--- src/rtl/uart_time_reporter.sv ---
// Snapshots the selected 24-bit time on a report request and streams it as an ASCII line
// through the uart_tx start/busy/done handshake. Define REPORT_MSEC_EN to append ".CC".
module uart_time_reporter #(
    parameter logic [7:0] PREFIX_W = 8'h57,
    parameter logic [7:0] PREFIX_S = 8'h53
) (
    input  logic        clk,
    input  logic        rst,
    input  logic        i_report,
    input  logic        i_sw_mode,
    input  logic [23:0] i_sw_time,
    input  logic [23:0] i_w_time,
    input  logic        i_tx_busy,
    input  logic        i_tx_done,
    output logic        o_tx_start,
    output logic [7:0]  o_tx_data,
    output logic        o_busy,
    output logic        o_frame_done
);

`ifdef REPORT_MSEC_EN
    localparam logic [3:0] LAST_IDX = 4'd14;
`else
    localparam logic [3:0] LAST_IDX = 4'd11;
`endif

    typedef enum logic [1:0] {IDLE, LOAD, SEND, WAIT} state_t;

    state_t      state;
    logic        pending;
    logic [3:0]  index;
    logic        snap_mode;
    logic [23:0] snap_time;

    logic [23:0] sel_time;
    logic        src_mode;
    logic [23:0] src_time;
    logic [3:0]  src_idx;
    logic [6:0]  hr7, mn7, sc7;
    logic [7:0]  next_byte;

    function automatic logic [7:0] digit_hi(input logic [6:0] v);
        logic [6:0] q;
        q = v / 7'd10;
        return 8'h30 + {1'b0, q};
    endfunction

    function automatic logic [7:0] digit_lo(input logic [6:0] v);
        logic [6:0] r;
        r = v % 7'd10;
        return 8'h30 + {1'b0, r};
    endfunction

    assign sel_time = i_sw_mode ? i_sw_time : i_w_time;

    // The byte decoder looks one step ahead so each start can be registered without a bubble:
    // LOAD emits byte 0 straight from the inputs, WAIT emits the byte after the current index.
    always_comb begin
        src_mode = snap_mode;
        src_time = snap_time;
        src_idx  = index;
        if (state == LOAD) begin
            src_mode = i_sw_mode;
            src_time = sel_time;
            src_idx  = 4'd0;
        end else if (state == WAIT) begin
            src_idx  = index + 4'd1;
        end
    end

    assign hr7 = {2'b00, src_time[23:19]};
    assign mn7 = {1'b0, src_time[18:13]};
    assign sc7 = {1'b0, src_time[12:7]};

`ifdef REPORT_MSEC_EN
    logic [6:0] cs7;
    assign cs7 = (src_time[6:0] > 7'd99) ? 7'd99 : src_time[6:0];
`else
    logic unused_msec;
    assign unused_msec = &{1'b0, src_time[6:0]};
`endif

    always_comb begin
        next_byte = 8'h00;
        case (src_idx)
            4'd0:  next_byte = src_mode ? PREFIX_S : PREFIX_W;
            4'd1:  next_byte = 8'h20;
            4'd2:  next_byte = digit_hi(hr7);
            4'd3:  next_byte = digit_lo(hr7);
            4'd4:  next_byte = 8'h3A;
            4'd5:  next_byte = digit_hi(mn7);
            4'd6:  next_byte = digit_lo(mn7);
            4'd7:  next_byte = 8'h3A;
            4'd8:  next_byte = digit_hi(sc7);
            4'd9:  next_byte = digit_lo(sc7);
`ifdef REPORT_MSEC_EN
            4'd10: next_byte = 8'h2E;
            4'd11: next_byte = digit_hi(cs7);
            4'd12: next_byte = digit_lo(cs7);
            4'd13: next_byte = 8'h0D;
            4'd14: next_byte = 8'h0A;
`else
            4'd10: next_byte = 8'h0D;
            4'd11: next_byte = 8'h0A;
`endif
            default: next_byte = 8'h00;
        endcase
    end

    always_ff @(posedge clk) begin
        if (rst) begin
            state        <= IDLE;
            pending      <= 1'b0;
            index        <= 4'd0;
            snap_mode    <= 1'b0;
            snap_time    <= 24'd0;
            o_tx_start   <= 1'b0;
            o_tx_data    <= 8'h00;
            o_busy       <= 1'b0;
            o_frame_done <= 1'b0;
        end else begin
            o_tx_start   <= 1'b0;
            o_frame_done <= 1'b0;
            if (i_report && state != IDLE)
                pending <= 1'b1;
            case (state)
                IDLE: begin
                    if (i_report) begin
                        state  <= LOAD;
                        o_busy <= 1'b1;
                    end
                end
                LOAD: begin
                    snap_mode <= i_sw_mode;
                    snap_time <= sel_time;
                    index     <= 4'd0;
                    if (!i_tx_busy) begin
                        o_tx_start <= 1'b1;
                        o_tx_data  <= next_byte;
                        state      <= WAIT;
                    end else begin
                        state      <= SEND;
                    end
                end
                SEND: begin
                    if (!i_tx_busy) begin
                        o_tx_start <= 1'b1;
                        o_tx_data  <= next_byte;
                        state      <= WAIT;
                    end
                end
                WAIT: begin
                    if (i_tx_done) begin
                        if (index == LAST_IDX) begin
                            o_frame_done <= 1'b1;
                            // A request arriving with the final done still queues a frame.
                            if (pending || i_report) begin
                                pending <= 1'b0;
                                state   <= LOAD;
                            end else begin
                                o_busy  <= 1'b0;
                                state   <= IDLE;
                            end
                        end else begin
                            index <= index + 4'd1;
                            if (!i_tx_busy) begin
                                o_tx_start <= 1'b1;
                                o_tx_data  <= next_byte;
                            end else begin
                                state      <= SEND;
                            end
                        end
                    end
                end
                default: state <= IDLE;
            endcase
        end
    end

endmodule

--- config.mk ---
export PLATFORM = sky130hd
export DESIGN_NAME = uart_time_reporter
export DESIGN_NICKNAME = d
export VERILOG_FILES = /design/src/rtl/uart_time_reporter.sv
export SDC_FILE = /design/constraint.sdc
export NUM_CORES = 1
export LEC_CHECK = 0
export CORE_ASPECT_RATIO = 1.2
export CORE_MARGIN = 5
export CORE_UTILIZATION = 48
export CTS_CLUSTER_SIZE = 24
export DETAILED_ROUTE_END_ITERATION = 12
export GPL_TIMING_DRIVEN = 0
export PLACE_DENSITY = 0.78
export RECOVER_POWER = 100
export SLEW_MARGIN = 15
export SYNTH_ARGS = -nofsm -noshare
export SYNTH_HDL_FRONTEND = slang
export SYNTH_SLANG_ARGS = --single-unit
--- constraint.sdc ---
create_clock -name clk -period 4.95 [get_ports clk]
set_input_delay 1.485 -clock clk [delete_from_list [all_inputs] [get_ports clk]]
set_output_delay 1.485 -clock clk [all_outputs]
set_load 0.03 [all_outputs]
=== Word-level counts from Yosys, hierarchy flattened ===
Index checks and enable logic that the tools add are counted.

* Bits in registers: 43
* Input port bits: 54
* Output and inout port bits: 11
* Word-level logic and storage cells: 99

* Add/subtract/negate cells: 7
* Divide/modulo/power cells: 6
* Eq/ne operators: 22
* Muxes and demuxes: 37
* Bitwise gates (word level): 2
* Reductions and logical operators: 15

{| class="wikitable"
|+ Operators by type and width
! operator !! number
|-
| $pmux W8 S11 || 1
|-
| $add A6 B7 Y8 const A || 6
|-
| $mux W24 || 2
|-
| $mux W8 || 3
|-
| $eq A4 B4 Y1 const B || 5
|-
| $eq A4 B3 Y1 const B || 4
|-
| $mux W1 || 16
|-
| $mux W4 || 4
|-
| $pmux W8 S2 || 1
|-
| $div A6 B4 Y7 const B || 2
|-
| $mod A6 B4 Y7 const B || 2
|-
| $mux W2 || 5
|-
| $ne A2 B2 Y1 const B || 5
|-
| $eq A4 B2 Y1 const B || 2
|-
| $pmux W2 S4 || 1
|-
| $pmux W4 S2 || 1
|-
| $reduce_bool A2 Y1 || 4
|-
| $div A5 B4 Y7 const B || 1
|-
| $mod A5 B4 Y7 const B || 1
|-
| $reduce_and A3 Y1 || 2
|-
| $reduce_and A5 Y1 || 1
|-
| $add A4 B1 Y4 const B || 1
|-
| $eq A2 B2 Y1 const B || 2
|-
| $eq A4 B1 Y1 const B || 1
|-
| other kinds (13) || 16
|}

=== Logic depth before layout (Yosys ltp) ===
Gate-level depths: netlist of run 1.

* Depth after elaboration: 10
* Mapped depth: 23

=== Worst setup path before layout of run 1 ===
OpenSTA, ideal clock, no wires.

* Path type: input -> register
* Start: input i_sw_mode
* End: register o_tx_data[6]
* Arrival: 4.795 ns
* Path slack: 0.081 ns
* Cell stages on the path: 18
* Buffers on the path: 3
* Path through: buf_6 > buf_6 > mux2i_1 > a21oi_1 > nor2_1 > inv_1 > ha_1 > clkbuf_1 > nor2_1 > a21boi_0 > a21oi_1 > ha_1 > o211ai_1 > and2_1 > a32oi_1 > a21bo_1 > or3_1 > a31oi_1

* Cells in the longest elaborated chain, start to end: 9

{| class="wikitable"
|+ RTL lines
! element !! line !! source
|-
| start: declaration || 10 || <nowiki>input logic i_sw_mode,</nowiki>
|-
| $mux W24 (*) || 54 || <nowiki>assign sel_time = i_sw_mode ? i_sw_time : i_w_time;</nowiki>
|-
| $mux W24 (*) || 62 || <nowiki>if (state == LOAD) begin</nowiki>
|-
| $mod A6 B4 Y7 (tied with other cells) || 50 || <nowiki>r = v % 7'd10;</nowiki>
|-
| $add A6 B7 Y8 (on tied branches) || 51, 45 ||
|-
| $pmux W8 S11 (*) || 85 || <nowiki>case (src_idx)</nowiki>
|-
| $mux W8 (*) || 137, 146, 166 ||
|-
| $mux W8 || 154 || <nowiki>if (index == LAST_IDX) begin</nowiki>
|-
| $mux W8 || 153 || <nowiki>if (i_tx_done) begin</nowiki>
|-
| $pmux W8 S2 (*) || 126 || <nowiki>case (state)</nowiki>
|-
| end signal: assignment || 139 || <nowiki>o_tx_data <= next_byte;</nowiki>
|-
| end signal: assignment || 148 || <nowiki>o_tx_data <= next_byte;</nowiki>
|-
| end signal: assignment || 168 || <nowiki>o_tx_data <= next_byte;</nowiki>
|-
| end: declaration || 16 || <nowiki>output logic [7:0] o_tx_data,</nowiki>
|}

Every way passes the cells marked *; elsewhere a longest branch is shown, timed or not. The select of a mux whose other input is x is not followed.
A chain may end at the register's enable or synchronous reset.

=== Worst setup path in the final report of run 1 ===
* Start: input i_sw_time[10]
* End: register o_tx_data[6]

* Cells in the longest elaborated chain, start to end: 9

{| class="wikitable"
|+ RTL lines
! element !! line !! source
|-
| start: declaration || 11 || <nowiki>input logic [23:0] i_sw_time,</nowiki>
|-
| $mux W24 (*) || 54 ||
|-
| $mux W24 (*) || 62 ||
|-
| net src_time[10] || 37 || <nowiki>logic [23:0] src_time;</nowiki>
|-
| $mod A6 B4 Y7 or $div A6 B4 Y7 (tied branches) || 50, 44 ||
|-
| $add A6 B7 Y8 (on tied branches) || 51, 45 ||
|-
| $pmux W8 S11 (*) || 85 ||
|-
| $mux W8 (*) || 137, 146, 166 ||
|-
| $mux W8 || 154 ||
|-
| $mux W8 || 153 ||
|-
| $pmux W8 S2 (*) || 126 ||
|}

Mark *: on every way through the listed nets, which the timed path passes. The rest lies on a longest branch. The select of a mux whose other input is x is not followed.

==> results of run 1 <==
logic make-up (layout without fill, tap and decap cells):
kind of cell | Yosys count | in the layout | share of synthesized area [%]
AOI/OAI and AO/OA | 152 | 152 | 32.8
DFF | 36 | 36 | 21.7
xor gates and xnor gates | 13 | 13 | 3.43
adders and majority gates | 14 | 14 | 5.21
muxes | 30 | 30 | 9.43
and+or+nand+nor | 153 | 153 | 21.7
buffers and inverters | 41 | 98 | 5.70
timing repair:
item | 4_1_cts | 5_1_grt
pin swaps | 0 | 3
hold buffers | 0 | 0
buffers inserted | 0 | 2
endpoints found under the setup margin | 4 | 7
cloned | 0 | 0
resized for setup | 7 | 11
final timing paths:
path	slack (ns)	startpoint	cells after the start	to
worst max register to register	0.37	state[1]	22	o_tx_data[6]
worst min register to register	0.47	o_tx_data[7]	2	o_tx_data[7]
worst max-delay path	0.27	i_sw_time[10]	14	o_tx_data[6]
worst min-delay path	0.47	o_tx_data[7]	2	o_tx_data[7]
through the flow:
step | setup TNS (ns) | hold WS, ns | setup WS [ns] | area, sq um | total power, mW
after global placement | -1.99 | 0.450 | -0.552 | 3910 | 2.42
after global routing | 0 | 0.514 | 0.0202 | 4070 | 3.04
after floorplan | 0 | 0.461 | 0.0807 | 3320 | 2.04
after detailed placement | -2.41 | 0.463 | -0.606 | 3910 | 2.47
final | 0 | 0.466 | 0.270 | 4070 | 2.79
after CTS | 0 | 0.476 | 0.0124 | 4020 | 2.72
flip-flops by register name, indices dropped and copies added (netlist names):
name	flops
o_frame_done	1
o_tx_start	1
snap_mode	1
o_tx_data	8
state	2
o_busy	1
index	4
pending	1
snap_time	17
critical path, cell delays in order:
cell and delay [ns]:
clkdlybuf4s50_1 0.40, mux2i_1 0.13, a21o_1 0.21, inv_1 0.12
ha_1 0.23, a211oi_1 0.37, nor3_1 0.11, a211oi_2 0.56
nor2_1 0.11, xnor2_1 0.18, a32oi_1 0.19, a21bo_1 0.28
or3_1 0.38, a31oi_1 0.16
cell type report:
class	instances	area, sq um	share of cell area (%)
inverters	15	56.3	1.38
flip-flops and latches	36	721	17.7
clock inverters	2	10.0	0.246
plain buffers	25	129	3.17
well taps	87	109	2.67
clock buffers	6	82.6	2.03
multi-input cells	362	2470	60.6
repair buffers	50	495	12.2
layer usage:
layer  part of all wire (%)  GRT usage, %  up-vias
li1                       -             -     1726
met1                     43          27.4     1615
met2                     49          39.7      123
met3                    6.4          5.07       18
met4                    2.0          5.60        0
met5                      0             0        -
cell usage after synthesis, types with 4 or more instances:
cell type | n | share of area, %
nor2_1 | 58 | 6.6
a21oi_1 | 43 | 6.5
dfxtp_1 | 36 | 22
nand2_1 | 30 | 3.4
o21ai_0 | 26 | 3.9
mux2i_1 | 23 | 6.9
clkbuf_1 | 16 | 1.8
inv_1 | 15 | 1.7
nor3_1 | 15 | 2.3
a211oi_1 | 13 | 2.9
a21o_1 | 13 | 2.9
ha_1 | 13 | 4.9
xnor2_1 | 11 | 2.9
nor2b_1 | 9 | 1.7
nand3_1 | 8 | 1.2
a31oi_1 | 7 | 1.3
and2_1 | 7 | 1.3
nand2b_1 | 7 | 1.3
o211ai_1 | 7 | 1.6
mux2_2 | 6 | 2.0
or3_1 | 6 | 1.1
buf_2 | 4 | 0.60
power breakdown:
part	switching [mW]	internal [mW]
Clock	0.110	0.111
Combinational	1.30	0.861
Sequential	0.0352	0.371
Total	1.45	1.34
==> metrics.txt, run 1 <==
status=completed; Worst Setup Start Kind=input port; diode count=0; H-tree Lvls=2; Core Box Area=6770 sq um; min Tclk post-route=~4.7 ns; Root Buffer=clkbuf_8; Max-slew headroom=44.4%; Die Y=between 100 and 150 um; largest net degree at the start of global routing=12; max-slew violations=0; CP Data Required Time=about 5.2 ns; IO Port Bufs=48; GRT Util Overall=22.5%; commonest cells after routing, fill and taps aside=nor2_1, a21oi_1, dfxtp_1; Layout Nets=between 500 and 600; site row count=33; total of max-cap violations=0; data arrival time of the critical path=4.90 ns; syn_area_per_cell=7.55 sq um; Syn. warnings=0; Crit Path Max Fanout=10; Cell Pwr Density=686 nW/um^2; DRC viols=0; Final Skew=0.00246 ns; Initial Utilization=49.0%; Seq/Total Area, Yosys=21.7%; first-pass GRT wire length=approximately 16 mm; TritonCTS clock tree=done; critical path class=input port to flop; Async S/R FF share, synth=0%; Cell variety after synth=67; number of synthesized register bits=36; Pre-antenna DRT Iters=5; Final GP Congestion=slightly below 1; syn_nets=506; Post-DRT Antenna Nets=0; post-layout util=60.1%; Routed WL=9.51 mm; fin crit share=94.5%; RSZ-0062 raised after global routing=no; Worst Tran Pin Value=~0.83 ns; crit end category=flop; routed len/inst=16.3 um; number of enable flip-flop cells after synthesis=0; hpwl dp=about 7 mm; number of global-route vias before repair=3,332; Max Fclk=0.214 GHz; Initial DRC Count=227; synthesis-to-finish area growth=22.8%; share of cells above drive strength 1=8.67%; top_reg_cell synth=dfxtp_1; clk slew on worst S/H paths=0.07 ns; CTS buffer count=5; gr ovfl total=0; final hold vios=0; initial antenna violation count=0; synthesized netlist cell count=439; placed cells=574; Clock Path Buffers=2; Clk Latency, worst-skew pair=0.29 ns; I/O pin count=65; Synth Cell Area=around 3300 sq um; vias per cell=5.97; # clock sinks=36; die width=~86 um; via count=~3,500; fillcell total=645; worst hold path type=flop to flop; final setup fails=0; worst vdd ir=0.381 mV; Pleak=1.57 nW; Cell Count, Final, Fillers Out=583; commonest non-fill, non-tap cell in the layout=nor2_1; total die area=8680 sq um
Note: power is estimated with default switching activity, not from simulation.
==> run 2, diff against run 1 <==
CORE_ASPECT_RATIO = 0.7   (was 1.2)
clock period = 4.2 ns   (was 4.95 ns; I/O delays follow)
==> run 2 against run 1 <==
Net effect: global-route usage is 0.73 points higher; worst hold slack better by 0.0066 ns; routed wire length up 16%; via count is 9.5% higher; critical path depth shrank 1; register-to-register slack lost 0.17 ns; design area up 12%; the flow now finishes with violations (setup timing).
==> metrics.txt, run 2 (synthesis gave the netlist of run 1 again) <==
status=complete, but fails checks (was completed); failing checks=setup timing; GR peak layer=met1 (was met2); met3 GRT Util=3.72% (was 5.07%); worst hold path type=flop to flop (unchanged); crit end category=flop (unchanged); Clk Latency, worst-skew pair=0.30 ns (was 0.29 ns); register area=721 sq um (unchanged); Pwr Total=4.16 mW (was 2.79 mW); Final WS setup=-0.0175 ns (was 0.270 ns); met1 global-route usage=35.1% (was 27.4%); Die Y=79.5 um (was 101 um); Final Skew=0.00237 ns (was 0.00246 ns); Pre-antenna DRT Iters=6 (was 5); share of cells above drive strength 1=22.0% (was 8.67%); hold buffers post-CTS=0 (unchanged); diode count=0 (unchanged); data arrival time of the critical path=4.45 ns (was 4.90 ns); I/O pin count=65 (unchanged); min Tclk post-route=4.22 ns; Cell Pwr Density=909 nW/um^2 (was 686 nW/um^2); die width=109 um (was 85.9 um); TritonCTS clock tree=done (unchanged); clk slew on worst S/H paths=0.08 ns (was 0.07 ns); gr ovfl total=0 (unchanged); Worst Setup Start Kind=input port (unchanged); fin crit share=100%; biggest regs=snap_time (17), o_tx_data (8), index (4) (unchanged); fillcell total=549 (was 645); via count=3,814 (was 3,482); initial antenna violation count=0 (unchanged); CP Data Required Time=4.43 ns (was 5.17 ns); commonest non-fill, non-tap cell in the layout=nor2_1 (unchanged); total die area=8700 sq um (was 8680 sq um); Post-DRT Antenna Nets=0 (unchanged); Largest register FFs=17 (unchanged); met2 Usage GRT=34.2% (was 39.7%); total of max-cap violations=0 (unchanged); area of the multi-input gates=2650 sq um (was 2470 sq um); final hold vios=0 (unchanged); H-tree Lvls=2 (unchanged); Root Buffer=clkbuf_8 (unchanged); RSZ-0062 raised after global routing=yes (was no); Max Fclk=approximately 0.24 GHz; CTS buffer count=5 (unchanged); commonest cells after routing, fill and taps aside=nor2_1, clkdlybuf4s50_1, buf_4 (was nor2_1, a21oi_1, dfxtp_1); Hold Crit Start=o_tx_data[7] (unchanged); hpwl dp=7.50 mm (was 7.21 mm); site row count=25 (was 33); Crit Path Max Fanout=5 (was 10); critical path class=input port to flop (unchanged); post-layout util=68.1% (was 60.1%); Layout Nets=599 (was 562); max-slew violations=0 (unchanged); Routed WL=11.1 mm (was 9.51 mm); Worst Tran Pin Value=0.950 ns (was 0.829 ns); synthesis-to-finish area growth=38.0% (was 22.8%); # clock sinks=36 (unchanged); Clock Path Buffers=2 (unchanged); Final GP Congestion=0.937 (was 0.965); Reg2Reg Setup Slack=0.20 ns (was 0.37 ns); hold path cells=2 (unchanged); Worst Reg-to-Reg Cells=19 (was 22); worst vdd ir=0.481 mV (was 0.381 mV); Core Box Area=6730 sq um (was 6770 sq um); vias per cell=6.08 (was 5.97); worst hold path endpoint=o_tx_data[7] (unchanged); Max-slew headroom=35.8% (was 44.4%); number of global-route vias before repair=3,221 (was 3,332); routed len/inst=17.6 um (was 16.3 um); Worst R2R End=o_tx_data[6] (unchanged); DRC viols=0 (unchanged); final setup fails=1 (was 0); largest net degree at the start of global routing=12 (unchanged); Largest Register=snap_time (unchanged); Initial Utilization=49.3% (was 49.0%); GRT Util Overall=23.2% (was 22.5%); IO Port Bufs=48 (unchanged); Initial DRC Count=469 (was 227); Worst setup startpoint=i_sw_time[16] (was i_sw_time[10]); worst r2r src=state[1] (unchanged); Pleak=1.79 nW (was 1.57 nW); first-pass GRT wire length=16.0 mm (about the same)
-- run 2: worst max path at each step --
stage | slack (ns) | depth (start not counted) | endpoint
2_1_floorplan | -0.06 | 20 | o_tx_data[6]
3_3_place_gp | -0.49 | 16 | o_tx_data[6]
3_5_place_dp | -0.56 | 14 | o_tx_data[6]
4_1_cts | -0.07 | 12 | o_tx_data[6]
5_1_grt | -0.16 | 14 | o_tx_data[6]
6_report | -0.02 | 13 | o_tx_data[6]
-- run 2: worst max-delay path, cell delays in order --
cell             delay [ns]
clkdlybuf4s50_1        0.45
mux2i_1                0.06
a21o_2                 0.24
buf_4                  0.15
o41ai_4                0.44
a21oi_2                0.15
buf_4                  0.18
o21a_1                 0.21
a311oi_4               0.43
mux2i_1                0.14
a21bo_2                0.24
or3_1                  0.34
a31oi_1                0.15
-- run 2: through the flow --
stage,setup WS (ns),instances,instance area (sq um),hold WS [ns],TNS [ns]
final,-0.0175,627,4580,0.472,-0.0175
after global routing,-0.162,627,4580,0.525,-0.425
after CTS,-0.0679,598,4190,0.469,-0.0679
after detailed placement,-0.561,581,3990,0.457,-3.31
after global placement,-0.493,581,3990,0.449,-2.61
after floorplan,-0.0649,439,3390,0.461,-0.0649
-- run 2: routing by layer --
metal / vias to the layer above / part of all wire [%]
met1: 1763 / 45
li1: 1794 / -
met2: 225 / 43
met3: 32 / 10
met5: - / 0
met4: 0 / 1.9
-- run 2: report_power, final --
part           total [mW]  switching, mW  internal (mW)
clock network       0.274          0.143          0.131
logic                3.40           1.90           1.51
registers           0.485         0.0469          0.438
-- run 2: what timing repair did --
action                                  4_1_cts  5_1_grt
buffers inserted                             10       30
cloned                                        0        0
resized for setup                             8       41
pin swaps                                    11       27
endpoints found under the setup margin        8        8
-- run 2: area by class of cell --
class                   instances  share of cell area, %
well taps                      94                   2.57
multi-input cells             362                   57.9
clock inverters                 2                  0.219
repair buffers                 88                   17.3
inverters                      15                   1.28
plain buffers                  24                   3.17
flip-flops and latches         36                   15.7
clock buffers                   6                   1.80
==> run 3, diff against run 2 <==
CTS_BUF_LIST = sky130_fd_sc_hd__clkbuf_16   (was not set)
==> run 3 against run 2 <==
Net effect: the run now ends clean; via count about the same; largest cell class unchanged; clock skew about the same; worst hold slack better by 0.0030 ns; maximum frequency grew 1.9%; non-clock buffer count down 1; critical endpoint unchanged.
==> metrics.txt, run 3 (synthesis gave the netlist of run 1 again) <==
WL met3=1.16 mm (was 1.15 mm); Largest register FFs=17 (unchanged); Final GP Congestion=0.937 (unchanged); Layout Nets=598 (was 599); I/O pin count=65 (unchanged); CP Data Required Time=4.41 ns (was 4.43 ns); Pre-antenna DRT Iters=8 (was 6); placed cells=581 (unchanged); crit path cell chain=clkdlybuf4s50_1, mux2i_1, a21oi_1, o41ai_4, a21oi_2, buf_4, o21a_1, a311oi_4, mux2i_1, a21bo_2, or3_1, a31oi_1 (was clkdlybuf4s50_1, mux2i_1, a21o_2, buf_4, o41ai_4, a21oi_2, buf_4, o21a_1, a311oi_4, mux2i_1, a21bo_2, or3_1, a31oi_1); Final WS setup=0.0611 ns (was -0.0175 ns); status=completed (was complete, but fails checks); met2 wire len=4.82 mm (was 4.76 mm); min Tclk post-route=4.14 ns (was 4.22 ns); share of cells above drive strength 1=22.7% (was 22.0%); H-tree Lvls=2 (unchanged); via count=3,816 (was 3,814); Initial DRC Count=447 (was 469); final setup fails=0 (was 1); initial antenna violation count=0 (unchanged); Core Box Area=6730 sq um (unchanged); die width=109 um (unchanged); hpwl dp=7.50 mm (unchanged); biggest regs=snap_time (17), o_tx_data (8), index (4) (unchanged); CP max stage delay=0.44 ns (was 0.45 ns); Worst Tran Pin Value=0.993 ns (was 0.950 ns); fin crit share=98.5% (was 100%); clk slew on worst S/H paths=0.06 ns (was 0.08 ns); Hold Crit Start=o_tx_data[7] (unchanged); vias per cell=6.10 (was 6.08); critical path class=input port to flop (unchanged); final hold slack=0.475 ns (was 0.472 ns); GRT Util Overall=23.7% (was 23.2%); CP max stage cell=o41ai_4 (was clkdlybuf4s50_1); diode count=0 (unchanged); Final Skew=0.00239 ns (was 0.00237 ns); total die area=8700 sq um (unchanged); Crit path buffers/inverters=2 (was 3); met1 WL=4.91 mm (was 4.94 mm); DP Worst Slack=-0.561 ns (unchanged); Post-DRT Antenna Nets=0 (unchanged); gr ovfl total=0 (unchanged); synthesis-to-finish area growth=42.4% (was 38.0%); max layer used=met4 (unchanged); Max-slew headroom=32.9% (was 35.8%); Clk Latency, worst-skew pair=0.28 ns (was 0.30 ns); DRC viols=0 (unchanged); Routed WL=11.0 mm (was 11.1 mm); first-pass GRT wire length=16.4 mm (was 16.0 mm); max-slew violations=0 (unchanged); Worst setup startpoint=i_sw_time[14] (was i_sw_time[16]); Worst Setup Start Kind=input port (unchanged); Initial Utilization=49.3% (unchanged); routed len/inst=17.6 um (about the same); total of max-cap violations=0 (unchanged); # clock sinks=36 (unchanged); worst vdd ir=0.524 mV (was 0.481 mV); setup TNS=0 ns (was -0.0175 ns); worst r2r src=state[1] (unchanged); Root Buffer=clkbuf_16 (was clkbuf_8); data arrival time of the critical path=4.35 ns (was 4.45 ns); Cell Pwr Density=908 nW/um^2 (was 909 nW/um^2); CTS buffer count=5 (unchanged); Max Fclk=0.242 GHz (was 0.237 GHz); Crit Path Max Fanout=5 (unchanged); largest net degree at the start of global routing=12 (unchanged); Clock Path Buffers=2 (unchanged); crit end category=flop (unchanged); Largest Register=snap_time (unchanged); post-layout util=70.2% (was 68.1%); worst hold path type=flop to flop (unchanged); final hold vios=0 (unchanged); TritonCTS clock tree=done (unchanged); CP delay by family, top=compound AO/OA/AOI/OAI gates (unchanged); Cell Count, Final, Fillers Out=626 (was 627); commonest cells after routing, fill and taps aside=nor2_1, buf_4, a21oi_1 (was nor2_1, clkdlybuf4s50_1, buf_4); IO Port Bufs=48 (unchanged); Critical Path Most Common Cell=mux2i_1; site row count=25 (unchanged); commonest non-fill, non-tap cell in the layout=nor2_1 (unchanged); Pleak=1.88 nW (was 1.79 nW); number of global-route vias before repair=3,282 (was 3,221); Die Y=79.5 um (unchanged)
run 3: metrics by stage:
step	power (mW)	cell area (sq um)
2_1_floorplan	2.47	3390
3_3_place_gp	2.93	3990
3_5_place_dp	3.00	3990
4_1_cts	3.58	4270
5_1_grt	4.55	4720
6_report	4.29	4720
run 3: cell type report:
cell class | instances | area (sq um)
Clock inverter | 3 | 13.8
Sequential cell | 36 | 721
Inverter | 15 | 58.8
Tap cell | 94 | 118
Fill cell | 534 | 2000
Buffer | 23 | 153
Clock buffer | 5 | 125
Timing Repair Buffer | 88 | 810
Multi-Input combinational cell | 362 | 2720
run 3: worst reg2reg max path, stage by stage, from the launching register on:
cell      delay, ns
dfxtp_1        0.41
inv_1          0.09
ha_1           0.18
buf_4          0.16
buf_6          0.15
buf_4          0.19
nor2b_1        0.36
a21oi_4        0.10
ha_4           0.19
a211oi_4       0.28
nor3_2         0.11
a211oi_4       0.38
buf_4          0.19
a21oi_1        0.06
mux2_2         0.28
mux2i_1        0.20
nor3_2         0.10
a211oi_2       0.25
a21oi_1        0.14
run 3: final timing paths:
| kind | end | cells after the start | slack (ns) |
|---|---|---|---|
| max reg2reg | o_tx_data[2] | 18 | 0.26 |
| max | o_tx_data[6] | 12 | 0.06 |
| min reg2reg | o_tx_data[7] | 2 | 0.48 |
| min | o_tx_data[7] | 2 | 0.48 |
run 3: power breakdown:
part | switching [mW] | internal, mW
sequential | 0.0497 | 0.439
combinational | 1.90 | 1.53
clock | 0.152 | 0.216
total | 2.11 | 2.18
run 3: timing repair:
| action | CTS | global route |
|---|---|---|
| pin swaps | 12 | 33 |
| endpoints found under the hold margin | 0 | 0 |
| hold buffers | 0 | 0 |
| setup endpoints to repair | 8 | 8 |
| gates resized for setup | 12 | 58 |
| buffers inserted | 13 | 27 |
run 3: per-layer routing:
layer | up-vias | track usage (%)
met3 | 23 | 4.85
li1 | 1802 | -
met5 | - | 0
met1 | 1768 | 35.0
met2 | 223 | 34.7
met4 | 0 | 5.85
